<file path="src/rtl/imm_extend_unit.sv">
`default_nettype none
// ============================================================================
// imm_extend_unit : registered MIPS immediate extender with 2-entry skid FIFO
// Revision 1.0
// ============================================================================
module imm_extend_unit #(
  parameter int IN_W  = 16,
  parameter int OUT_W = 32,
  parameter int SHIFT = 2,
  parameter int TAG_W = 5
) (
  input  logic             clk,
  input  logic             reset,
  input  logic             in_valid,
  output logic             in_ready,
  input  logic [IN_W-1:0]  in_imm,
  input  logic [1:0]       in_mode,
  input  logic [TAG_W-1:0] in_tag,
  output logic             out_valid,
  input  logic             out_ready,
  output logic [OUT_W-1:0] out_data,
  output logic [TAG_W-1:0] out_tag,
  output logic [1:0]       occupancy
);

  localparam logic [1:0] MODE_SIGN  = 2'b00;
  localparam logic [1:0] MODE_ZERO  = 2'b01;
  localparam logic [1:0] MODE_UPPER = 2'b10;
  localparam logic [1:0] MODE_SHIFT = 2'b11;

  logic [1:0]       occ_q, occ_d;
  logic [OUT_W-1:0] data0_q, data0_d, data1_q, data1_d;
  logic [TAG_W-1:0] tag0_q, tag0_d, tag1_q, tag1_d;

  logic [OUT_W-1:0] sext_w;
  logic [OUT_W-1:0] ext_w;
  logic             push_w;
  logic             pop_w;

  assign sext_w = OUT_W'($signed(in_imm));

  always_comb begin
    ext_w = sext_w;
    unique case (in_mode)
      MODE_SIGN:  ext_w = sext_w;
      MODE_ZERO:  ext_w = OUT_W'(in_imm);
      MODE_UPPER: ext_w = OUT_W'(in_imm) << (OUT_W - IN_W);
      MODE_SHIFT: ext_w = sext_w << SHIFT;
      default:    ext_w = sext_w;
    endcase
  end

  assign in_ready  = (occ_q < 2'd2);
  assign out_valid = (occ_q != 2'd0);
  assign out_data  = data0_q;
  assign out_tag   = tag0_q;
  assign occupancy = occ_q;

  assign push_w = in_valid && in_ready;
  assign pop_w  = out_valid && out_ready;

  // Slot 0 is always the head; slot 1 only ever holds the second entry.
  always_comb begin
    occ_d   = occ_q;
    data0_d = data0_q;
    tag0_d  = tag0_q;
    data1_d = data1_q;
    tag1_d  = tag1_q;
    if (push_w && pop_w) begin
      data0_d = ext_w;
      tag0_d  = in_tag;
    end else if (push_w) begin
      occ_d = occ_q + 2'd1;
      if (occ_q == 2'd0) begin
        data0_d = ext_w;
        tag0_d  = in_tag;
      end else begin
        data1_d = ext_w;
        tag1_d  = in_tag;
      end
    end else if (pop_w) begin
      occ_d = occ_q - 2'd1;
      if (occ_q == 2'd2) begin
        data0_d = data1_q;
        tag0_d  = tag1_q;
      end
    end
  end

  always_ff @(posedge clk) begin
    if (reset) begin
      occ_q   <= 2'd0;
      data0_q <= '0;
      tag0_q  <= '0;
      data1_q <= '0;
      tag1_q  <= '0;
    end else begin
      occ_q   <= occ_d;
      data0_q <= data0_d;
      tag0_q  <= tag0_d;
      data1_q <= data1_d;
      tag1_q  <= tag1_d;
    end
  end

endmodule
`default_nettype wire
</file>
<file path="config.mk">
export PLATFORM = sky130hd
export DESIGN_NAME = imm_extend_unit
export DESIGN_NICKNAME = d
export VERILOG_FILES = /design/src/rtl/imm_extend_unit.sv
export SDC_FILE = /design/constraint.sdc
export NUM_CORES = 1
export LEC_CHECK = 0
export CAP_MARGIN = 20
export CORE_AREA = 2 2 83 85
export DETAILED_ROUTE_END_ITERATION = 8
export DIE_AREA = 0 0 85 87
export PLACE_DENSITY = 0.82
export SETUP_SLACK_MARGIN = 0.5
export SYNTH_ARGS = -nofsm -noshare
export SYNTH_HDL_FRONTEND = slang
export SYNTH_SLANG_ARGS = --single-unit
</file>
<file path="constraint.sdc">
create_clock -name clk -period 5.5 [get_ports clk]
set_input_delay 1.1 -clock clk [delete_from_list [all_inputs] [get_ports clk]]
set_output_delay 1.1 -clock clk [all_outputs]
set_load 0.005 [all_outputs]
</file>
## Word-level counts from Yosys, hierarchy flattened

Index checks and enable logic that the tools add are counted.

- Register bits after elaboration: 76
- Input bits: 27
- Output and inout bits: 41
- Logic and storage cells: 40

- Add/subtract/negate cells: 2
- Magnitude comparators: 1
- Equality and inequality tests: 5
- Muxes and demuxes: 13
- Bitwise logic cells: 2
- Reduce and logical (&&, ||, !) cells: 12

Operator list:

| operator | number |
|---|---|
| two-way mux 32 bit | 5 |
| case mux 32 bit (4 select lines) | 1 |
| two-way mux 5 bit | 5 |
| == test 2 bit, second input constant | 3 |
| AND reduction 3 bit | 2 |
| nonzero test 3 bit | 2 |
| zero test 2 bit | 2 |
| two-way mux 2 bit | 2 |
| nonzero test 2 bit | 2 |
| logical AND 1 bit | 3 |
| != test 3 x 1 -> 1 bit, second input constant | 1 |
| adder 2 x 1 -> 2 bit, second input constant | 1 |
| == test 2 x 1 -> 1 bit, second input constant | 1 |
| less-than comparator 2 bit, second input constant | 1 |
| NOT 1 bit | 2 |
| AND reduction 2 bit | 1 |
| subtractor 2 x 1 -> 2 bit, second input constant | 1 |

## Logic depth before layout (Yosys ltp)

- Depth in word-level cells: 5
- Gate-level depth with buffers: 10

## Worst setup path before layout

Ideal clock, no wire load.

- Kind: input to register
- Start: input port in_valid
- End: register data0_q[11], in the netlist out_data[11]
- Setup time: 117 ps
- Data arrival time: 2797 ps
- Slack: 2586 ps
- Cell stages on the path: 10
- Cells stage by stage: nor2b_4 -> buf_2 -> buf_2 -> ha_1 -> nand2b_1 -> a211oi_2 -> nor3_1 -> buf_6 -> buf_6 -> a22o_1

- Word-level cells in the longest chain between the ends: 4
- Elaborated cells on any way between the ends: 8

RTL lines:

| element | RTL line | RTL |
|---|---|---|
| start, declared | 14 | `input logic in_valid,` |
| logical AND 1 bit (*) | 59 | `assign push_w = in_valid && in_ready;` |
| logical AND 1 bit | 69 | `if (push_w && pop_w) begin` |
| != test 3 x 1 -> 1 bit (no source line) or nonzero test 3 bit (tied branches) | -- |  |
| AND reduction 3 bit (no source line) | -- |  |
| end signal, assigned | 99 | `data0_q <= data0_d;` |
| end, declared | 32 | `logic [OUT_W-1:0] data0_q, data0_d, data1_q, data1_d;` |

Every way passes the cells marked *; elsewhere a longest branch is shown, timed or not.
A chain may end at the register's enable or synchronous reset.

## Final worst setup path

- Start: input port in_valid
- End: register data0_q[27], in the netlist out_data[27]

Same word-level chain as after synthesis.

==> results.md <==
- Met2 routing resource usage after global routing: 0.360
- Final Net Count: 464
- Critical path data required time: approximately 5.8 ns
- Post-synth top area share: 0.440
- Leakage power: 1.48 nW
- Portion of the post-synthesis area used by sequential elements: 0.440
- Post-synthesis mux area share: 0.0315
- Final number of setup-violating endpoints: 0
- Antenna diode count: 0
- Pwr Density: around 460 mW/mm^2
- Path depth of the worst reg2reg path: 6
- Clock latency on the worst-skew pair: 0.35 ns
- Terminus of the critical flop-to-flop path: out_data[27]$_SDFFE_PP0P_
- Delay of the slowest cell on the worst path: 0.60 ns
- Drt pass-1 iters: 5
- Hold violation total from the final report: 0
- Cell count of the worst hold path: 2
- Count of buffers from port buffering: between 60 and 70
- Slowest-stage cell, CP: sky130_fd_sc_hd__nor2b_4
- Synthesized area: approximately 0.0035 mm^2
- Height of the die: slightly below 90 um
- Portion of the clock cycle consumed by the worst path in the final layout: 0.710
- H-tree Lvls: 3
- Register bit count reported by yosys: 76
- Final Wtd Congestion: 0.831
- Mapped Avg Cell Area: 8.89 um^2
- Type of element launching the critical path: input port
- Final-layout worst hold slack: roughly 0.46 ns
- RSZ-0062 raised after global routing: false
- Post-synth top flop: sky130_fd_sc_hd__dfxtp_1
- Post-synthesis net count: about 420
- Wirelength per Cell: roughly 16 um
- Class of the tightest hold or removal check: flip-flop to flip-flop
- Final critical-path required period: between 3 and 4 ns
- Global Route met1 Usage: 0.313
- Crit path capture type: flip-flop
- R2R Setup Slk: roughly 2.5 ns
- Initial antenna violation count: 0
- DP Cell Count: 503
- CTS sink count: between 70 and 80
- Fraction of the mapped netlist area in compound gates: 0.285
- Number of top-level pins: 68
- Reg clk slew, reported paths: 0.07 ns
- Area share of xor/xnor cells in the synthesized design: 0.00253
- Non-Filler Cell Area, Final: roughly 0.0043 mm^2
- Distinct cell type count after synthesis: 41
- Final sum of negative setup slack: 0 ns
- Bufs on Longest Clock Path: 2
- GRT Util Overall: 0.231
- Layout overhead on the synthesized area: 23.3%
- Worst Setup Path Type: input port to flip-flop
- Post-synth EDFFs: 0
- Number of placement rows: 30
- Min-Delay Endpoint: data1_q[10]$_SDFFE_PP0P_
- Reg2reg start: occupancy[1]$_SDFFE_PP0P_
- Data arrival time of the critical path: approximately 4.2 ns
- Detail Route Antenna Nets: 0
- CP bufs+invs: 2
- Crit-path max FO: 35
- Cell types with the largest area share after synthesis: sky130_fd_sc_hd__dfxtp_1 44%, sky130_fd_sc_hd__a22o_1 5.3%, sky130_fd_sc_hd__a21oi_1 5.1%
- Critical path, cell by cell: clkdlybuf4s50_1 > nor2b_4 > inv_4 > ha_1 > a211oi_2 > o21ba_2 > a22o_1
- Global-route wire length before repair: 13600 um
- Achievable Freq: around 0.26 GHz
- Slew Limit Headroom: 0.341
- Met3 track utilization from global routing: 0.0379
- Post-CTS Hold Fix Bufs: 0
- CTS Root Buffer Type: sky130_fd_sc_hd__clkbuf_8
- Total half-perimeter wirelength after legalization and detailed placement: between 5000 and 6000 um
- Core Footprint: about 0.0066 mm^2
- # resized after CTS: 0
- Most numerous cell in the Yosys netlist: sky130_fd_sc_hd__dfxtp_1
- Most Used Layer, Global Route: met2
- VDD IR-drop max: 0.000311 V
- Post-place setup slack: roughly 1.3 ns
- GR Overflow Total: 0
- Setup slack after layout: between 1.5 and 2 ns
- Final Slew Violations: 0
- Max cap viols: 0
- Post-synthesis instance total: 389
- Placed cell area: 0.00406 mm^2
- Routed WL: between 8000 and 9000 um
- Ratio of cells with drive above 1 in the final layout: 0.100
- Vias per Instance: 5.90
- Die X: approximately 85 um
- Post-Synth Simple-Gate Area: 0.170
- Warnings, synthesis: 0
- Startpoint of the most critical hold path: data1_q[10]$_SDFFE_PP0P_
- Area of the die: around 0.0074 mm^2
- Number of vias after detailed routing: between 3000 and 4000
- Cell Count, Final, Fillers Out: between 500 and 600
- Number of buffers added by the clock tree synthesis step: 9
- Status: complete, no violations
- Cell type with the highest aggregate area in the netlist: sky130_fd_sc_hd__dfxtp_1
- Setup clock skew after layout: 0.00573 ns
- Most instantiated cells after synthesis: 76 x sky130_fd_sc_hd__dfxtp_1, 43 x sky130_fd_sc_hd__nand2_1, 35 x sky130_fd_sc_hd__a21oi_1, 35 x sky130_fd_sc_hd__nor2_1, 25 x sky130_fd_sc_hd__nor3_1
- Critical path's top delay family: compound AO/OA/AOI/OAI gates
- Combinational family with the most area after synthesis: compound AO/OA/AOI/OAI gates
- Pin count of the biggest net entering global routing: roughly 50
- DRC violations left: 0
- Vias in the first global route: 2777
- Post-synth ARST share: 0
- Worst-margin pin slew: between 0.9 and 1 ns
- Clock tree from TritonCTS: yes
- Effective utilization at floorplan: 0.527
- Post-synthesis adder-cell area fraction: 0.0108
- DRC violation total after the first TritonRoute iteration: 314
- Post-CTS repair timing setup buffer count: 0
[per-stage QoR]
stage	utilization	total power, mW
after global routing	0.649	2.08
after floorplan	-	1.27
final	0.649	1.97
after detailed placement	0.618	1.54
after global placement	0.618	1.51
after CTS	0.649	1.97
[layout by cell type, fill, tap and decap left out, types with 4 or more instances in the layout]
master and instances:
sky130_fd_sc_hd__a22o_1 21, sky130_fd_sc_hd__o22ai_1 8, sky130_fd_sc_hd__o21ai_0 15, sky130_fd_sc_hd__clkbuf_8 11
sky130_fd_sc_hd__nor3_1 24, sky130_fd_sc_hd__a21oi_1 35, sky130_fd_sc_hd__nand3_1 4, sky130_fd_sc_hd__a311oi_2 6
sky130_fd_sc_hd__o2bb2ai_1 9, sky130_fd_sc_hd__a22oi_1 12, sky130_fd_sc_hd__clkdlybuf4s50_1 66, sky130_fd_sc_hd__dfxtp_1 76
sky130_fd_sc_hd__a211oi_1 19, sky130_fd_sc_hd__nor2_1 35, sky130_fd_sc_hd__nand2b_1 10, sky130_fd_sc_hd__nand2_1 43
sky130_fd_sc_hd__mux2_2 7
[tightest hold or removal path: cells and delay by family (launching register included)]
| family | cells | cell delay (ns) |
|---|---|---|
| flops | 1 | 0.31 |
| simple gates | 1 | 0.05 |
| compound gates | 1 | 0.05 |
[per-layer routing]
metal  share of wire  vias up
li1                -     1507
met1            0.46     1439
met2            0.47       99
met3           0.049       16
met4           0.020        0
met5               0        -
[cell type report]
| type | count | area (um^2) |
|---|---|---|
| Clock buffer | 12 | 155 |
| Clock inverter | 4 | 47.5 |
| Fill cell | 535 | 2300 |
| Sequential cell | 76 | 1520 |
| Tap cell | 80 | 100 |
| Timing Repair Buffer | 69 | 681 |
| Inverter | 4 | 17.5 |
| Multi-Input combinational cell | 274 | 1740 |
[worst max path at each step]
stage	start	endpoint	slack [ns]	cells past startpoint
after floorplan	in_valid	out_data[11]$_SDFFE_PP0P_	2.59	10
after global placement	in_valid	out_tag[3]$_SDFFE_PP0P_	1.40	7
after detailed placement	in_valid	out_data[27]$_SDFFE_PP0P_	1.26	7
after CTS	in_valid	out_data[27]$_SDFFE_PP0P_	1.62	7
after global routing	in_valid	out_data[6]$_SDFFE_PP0P_	1.35	7
final	in_valid	out_data[27]$_SDFFE_PP0P_	1.59	7
[registers in the layout, summed over array words and instances, names as in the netlist]
signal and cells:
data1_q 32, occupancy 2, out_data 32, out_tag 5
tag1_q 5
[power by group]
group	switching (mW)	internal [mW]	total, mW	leakage (nW)
clock	0.203	0.233	0.436	0.102
sequential	0.0833	0.686	0.769	0.620
combinational	0.393	0.371	0.764	0.757
[cells by family after synthesis]
group	Yosys count
adders and majority gates	3
and+or+nand+nor	126
buffers and inverters	39
muxes	10
AOI/OAI and AO/OA	134
xor gates and xnor gates	1
DFF	76
No activity file was read; power rests on OpenSTA's default activity.
